## src/rtl/pipealu_param.sv

```systemverilog
// pipealu_param: two-stage ALU pipeline with internal register file and in_valid/in_ready handshake.
// Build option: define PIPEALU_PARAM_FWD_EN to forward the S1 result instead of stalling on RAW hazards.
`default_nettype none

module pipealu_param #(
    parameter int WIDTH = 32,
    parameter int AW    = 4,
    localparam int NREG = 2**AW,
    localparam int IW   = 4 + 3*AW
) (
    input  logic             clk,
    input  logic             rst,
    input  logic             in_valid,
    output logic             in_ready,
    input  logic [IW-1:0]    instr,
    input  logic             ld_en,
    input  logic [AW-1:0]    ld_addr,
    input  logic [WIDTH-1:0] ld_data,
    output logic             out_valid,
    output logic [WIDTH-1:0] AluOut,
    output logic [AW-1:0]    out_rd,
    output logic             Zero,
    output logic             Carryout,
    output logic             Overflow
);

    localparam logic [3:0] c_OP_AND = 4'b0000;
    localparam logic [3:0] c_OP_OR  = 4'b0001;
    localparam logic [3:0] c_OP_ADD = 4'b0010;
    localparam logic [3:0] c_OP_SUB = 4'b0110;
    localparam logic [3:0] c_OP_SLT = 4'b0111;
    localparam logic [3:0] c_OP_NOR = 4'b1100;

    logic [WIDTH-1:0] regs_q [NREG];
    logic             rdy_q;
    logic             s1_vld_q;
    logic [3:0]       s1_op_q;
    logic [AW-1:0]    s1_rd_q;
    logic [WIDTH-1:0] s1_a_q, s1_b_q;
    logic             vld_q, z_q, c_q, o_q;
    logic [WIDTH-1:0] res_q;
    logic [AW-1:0]    rd_q;

    logic [3:0]       op_in;
    logic [AW-1:0]    rs_in, rt_in, rd_in;
    logic [WIDTH-1:0] a_d, b_d, res_d, b_eff;
    logic [WIDTH:0]   sum;
    logic             is_sub, ovf, legal, cy_d, ov_d, z_d, wb_en, accept;

    assign op_in = instr[IW-1 -: 4];
    assign rs_in = instr[3*AW-1 -: AW];
    assign rt_in = instr[2*AW-1 -: AW];
    assign rd_in = instr[AW-1:0];

    // SUB and SLT share the adder as A + ~B + 1.
    always_comb begin
        is_sub = (s1_op_q == c_OP_SUB) || (s1_op_q == c_OP_SLT);
        b_eff  = is_sub ? ~s1_b_q : s1_b_q;
        sum    = {1'b0, s1_a_q} + {1'b0, b_eff} + {{WIDTH{1'b0}}, is_sub};
        ovf    = (s1_a_q[WIDTH-1] == b_eff[WIDTH-1]) && (sum[WIDTH-1] != s1_a_q[WIDTH-1]);
        res_d  = '0;
        cy_d   = 1'b0;
        ov_d   = 1'b0;
        legal  = 1'b1;
        case (s1_op_q)
            c_OP_AND: res_d = s1_a_q & s1_b_q;
            c_OP_OR:  res_d = s1_a_q | s1_b_q;
            c_OP_NOR: res_d = ~(s1_a_q | s1_b_q);
            c_OP_ADD, c_OP_SUB: begin
                res_d = sum[WIDTH-1:0];
                cy_d  = sum[WIDTH];
                ov_d  = ovf;
            end
            c_OP_SLT: res_d = {{(WIDTH-1){1'b0}}, sum[WIDTH-1] ^ ovf};
            default:  legal = 1'b0;
        endcase
        z_d   = legal && (res_d == '0);
        wb_en = s1_vld_q && legal;
    end

`ifdef PIPEALU_PARAM_FWD_EN
    always_comb begin
        a_d      = (wb_en && (s1_rd_q == rs_in)) ? res_d : regs_q[rs_in];
        b_d      = (wb_en && (s1_rd_q == rt_in)) ? res_d : regs_q[rt_in];
        in_ready = rdy_q;
    end
`else
    logic hazard;
    always_comb begin
        a_d      = regs_q[rs_in];
        b_d      = regs_q[rt_in];
        hazard   = wb_en && ((s1_rd_q == rs_in) || (s1_rd_q == rt_in));
        in_ready = rdy_q && !hazard;
    end
`endif

    assign accept = in_valid && in_ready;

    always_ff @(posedge clk or posedge rst) begin
        if (rst) begin
            rdy_q    <= 1'b0;
            s1_vld_q <= 1'b0;
            s1_op_q  <= '0;
            s1_rd_q  <= '0;
            s1_a_q   <= '0;
            s1_b_q   <= '0;
            vld_q    <= 1'b0;
            res_q    <= '0;
            rd_q     <= '0;
            z_q      <= 1'b0;
            c_q      <= 1'b0;
            o_q      <= 1'b0;
        end else begin
            rdy_q    <= 1'b1;
            s1_vld_q <= accept;
            if (accept) begin
                s1_op_q <= op_in;
                s1_rd_q <= rd_in;
                s1_a_q  <= a_d;
                s1_b_q  <= b_d;
            end
            vld_q <= s1_vld_q;
            if (s1_vld_q) begin
                res_q <= res_d;
                rd_q  <= s1_rd_q;
                z_q   <= z_d;
                c_q   <= cy_d;
                o_q   <= ov_d;
            end
        end
    end

    // Write-back is assigned after the load so it wins on an address collision.
    always_ff @(posedge clk or posedge rst) begin
        if (rst) begin
            for (int i = 0; i < NREG; i++) regs_q[i] <= '0;
        end else begin
            if (ld_en) regs_q[ld_addr] <= ld_data;
            if (wb_en) regs_q[s1_rd_q] <= res_d;
        end
    end

    assign out_valid = vld_q;
    assign AluOut    = res_q;
    assign out_rd    = rd_q;
    assign Zero      = z_q;
    assign Carryout  = c_q;
    assign Overflow  = o_q;

endmodule

`default_nettype wire
```

## config.mk

```make
export PLATFORM = sky130hd
export DESIGN_NAME = pipealu_param
export DESIGN_NICKNAME = d
export VERILOG_FILES = /design/src/rtl/pipealu_param.sv
export SDC_FILE = /design/constraint.sdc
export NUM_CORES = 2
export LEC_CHECK = 0
export ABC_CLOCK_PERIOD_IN_PS = 28600
export CAP_MARGIN = 20
export CORE_UTILIZATION = 40
export CTS_BUF_LIST = sky130_fd_sc_hd__clkbuf_8
export DETAILED_ROUTE_END_ITERATION = 7
export PLACE_DENSITY_LB_ADDON = 0.15
export SYNTH_ARGS = -nofsm -noshare
export SYNTH_HDL_FRONTEND = slang
export SYNTH_SLANG_ARGS = --single-unit
```

## constraint.sdc

```tcl
create_clock -name clk -period 28.6 [get_ports clk]
set_clock_uncertainty 0.2 [all_clocks]
set_input_delay 8.58 -clock clk [delete_from_list [all_inputs] [get_ports clk]]
set_output_delay 8.58 -clock clk [all_outputs]
set_load 0.05 [all_outputs]
```

==> flow_metrics.tcl <==
set metrics [dict create \
    area_growth_pct 10.96 \
    hpwl_mm 77.84 \
    holdPathStages 1 \
    synth_edf_count 0 \
    syn_area_per_cell_um2 10.99 \
    cts_root_buf "clkbuf_8" \
    holdPathEnd "AluOut[17]" \
    netSwitchingFraction 0.4042 \
    cap_violations 0 \
    viasPerCell 6.256 \
    postCtsHoldBufs 0 \
    grt_pass1_wl_mm 210.2 \
    die_y_um 315.5 \
    yosys.cell_types.count 90 \
    ir_drop_mv 0.03787 \
    netlist_instances 3579 \
    seq_power_share 0.357 \
    ys.flop_type "dfrtp_1" \
    synth_nets 3670 \
    insertion_delay_ns 0.79 \
    wl_per_cell_um 29.39 \
    reg2reg_depth 12 \
    combPwrFrac 0.437 \
    setup_tns_ns 0 \
    cts_sinks 626 \
    cts_tree "done" \
    path_cells "buf_8, xor2_1, o41ai_1, a21boi_0, clkdlybuf4s50_1" \
    via_count 30450 \
    cpMaxStageDelayCell "clkdlybuf4s50_1" \
    hold_slack_ns 0.2916 \
    cts-htree-levels 3 \
    io_buffers 96 \
    ys_seq_area_frac 0.3984 \
    drive_gt1_frac 0.2197 \
    gp_congestion 0.9099 \
    initial_core_util 0.4054 \
    worstHoldPathType "reg -> reg" \
    ant_nets 0 \
    post_cts_buffers 0 \
    switchingPower_w 0.001751 \
    clock.fmax_mhz 50.77 \
    wirelength_mm 143.0 \
    grt_setup_unrepaired "no" \
    num_io_pins 97 \
    p_clk_frac 0.206 \
    post-route-util 0.4498 \
    drv_slew 0 \
    startpoint_type "input port" \
    nets 3591 \
    path_clk_slew_ns 0.06 \
    synth-seq-cells 626 \
    setup_viol 0 \
    globalRouteOverflowTotal 0 \
    dr.first_iter.drc_count 3136 \
    worstHoldStart "AluOut[17]" \
    rows 114 \
    grt_max_degree 116 \
    required_ns 19.82 \
    grt_use_total 0.2886 \
    setup.worst_path.end_class "primary output" \
    crit_arrival_ns 10.92 \
    p_int_w 0.002581 \
    antenna_found_initial 4 \
    final_common_cell "dfrtp_1" \
    status "finished with violations" \
    die_width_um 315.5 \
    path_class "in -> out" \
    tightest_slew_ns 1.169 \
    failed_checks "DRC" \
    cts_max_path_buffers 3 \
    cp_slowest_stage_delay_ns 0.76 \
    slew_headroom 0.2204 \
    dieArea_mm2 0.09956 \
    r2r_start "s1_op_q[1]" \
    cts_buffers 113 \
    mappedNetlistArea_mm2 0.03932 \
    report.final.hold_viol_count 0 \
    path_max_fanout 60 \
    ys_async_sr_fraction 1.000 \
    core_mm2 0.09699 \
    r2r_slack_ns 22.51 \
    drc 9 \
    ys_warn_count 0 \
    leakage_nw 17.13 \
    cts-resized-gates 0 \
    grt_pass1_vias 29390 \
    timing.final.crit_share 0.6886 \
    dr.pass1.iters 8 \
    post-route-min-period_ns 19.70 \
    power_density_mw_per_mm2 99.30 \
    layout_common_cells "dfrtp_1, nand2_1, o21ai_0" \
    worstReg2RegEnd "Zero" \
]
-- final cells by class --
class | instances | area (um2)
Fill cell | 9071 | 53360
Timing Repair Buffer | 177 | 1587
Antenna cell | 4 | 10.01
Inverter | 21 | 86.33
Clock buffer | 141 | 1941
Tap cell | 1276 | 1597
Clock inverter | 61 | 380.4
Sequential cell | 626 | 15670
Multi-Input combinational cell | 2561 | 22370
-- logic make-up after synthesis --
kind of cell | after synthesis | synth area share
AOI/OAI and AO/OA | 889 | 0.1369
xor gates and xnor gates | 46 | 0.01025
adders and majority gates | 39 | 0.01238
buffers and inverters | 392 | 0.03965
DFF | 626 | 0.3984
muxes | 785 | 0.3061
other | 1 | 0.00009537
and+or+nand+nor | 801 | 0.09623
-- synthesized netlist by cell type, types with 8 or more instances --
cell / number / area share
xnor2_1: 38 / 0.0085
xor2_1: 8 / 0.0018
o2bb2ai_1: 12 / 0.0027
clkbuf_1: 293 / 0.028
a21oi_1: 246 / 0.031
mux2_2: 141 / 0.040
a21o_1: 30 / 0.0057
buf_1: 44 / 0.0042
or3_1: 13 / 0.0021
nor3_1: 48 / 0.0061
nor2b_1: 121 / 0.019
o21ai_0: 352 / 0.045
a221o_1: 9 / 0.0023
o21a_1: 10 / 0.0019
dfrtp_1: 626 / 0.40
nand3b_1: 10 / 0.0019
ha_1: 34 / 0.011
nor2_1: 120 / 0.011
a22o_1: 23 / 0.0051
nand2b_1: 9 / 0.0014
buf_2: 25 / 0.0032
a211oi_1: 127 / 0.024
mux2i_1: 324 / 0.082
inv_1: 19 / 0.0018
mux4_2: 320 / 0.18
nand4_1: 17 / 0.0027
nand3_1: 28 / 0.0036
nand2_1: 391 / 0.037
a221oi_1: 11 / 0.0025
-- per-layer routing --
metal | GRT usage | vias to the layer above | routed length, um
met5 | 0 | - | 9
met1 | 0.4223 | 15830 | 64220
met2 | 0.4466 | 1196 | 65720
li1 | - | 13240 | -
met3 | 0.04939 | 179 | 10340
met4 | 0.06686 | 2 | 2755
-- through the flow --
stage	power, W	instance area [um2]	setup slack [ns]	cells
after floorplan	0.002845	39320	2.288	3579
after global placement	0.003378	41270	8.947	4660
after detailed placement	0.003417	41300	8.935	4661
after CTS	0.004316	43620	8.914	4863
after global routing	0.004582	43630	8.799	4867
final	0.004332	43630	8.905	4867
-- sequential cells by signal (all words and copies together) (netlist names) --
signal / count
s1_a_q: 32
Zero: 1
AluOut: 32
s1_vld_q: 1
regs_q: 512
Carryout: 1
s1_op_q: 4
out_valid: 1
s1_b_q: 32
rdy_q: 1
out_rd: 4
Overflow: 1
s1_rd_q: 4
-- worst max path at each step --
stage,from,to,slack [ns],cells past startpoint
detailed placement,instr[4],in_ready,8.93,5
finish,instr[4],in_ready,8.90,5
global route,instr[4],in_ready,8.80,5
global placement,instr[4],in_ready,8.95,5
floorplan,rst,AluOut[0],2.29,1
CTS,instr[4],in_ready,8.91,5
-- power groups by stage --
stage               logic, W  registers, W  clock network (W)
floorplan            0.00135       0.00150                  0
global placement     0.00184       0.00154                  0
detailed placement   0.00187       0.00154                  0
CTS                  0.00188       0.00154           0.000905
global route         0.00205       0.00159           0.000943
finish               0.00189       0.00155           0.000891
-- worst max-delay path: cells and delay by family --
kind                      cells  cell delay [ns]
AOI/OAI and AO/OA             2             0.89
xor gates and xnor gates      1             0.14
buffers and inverters         2             1.30
Note: power is estimated with default switching activity, not from simulation.
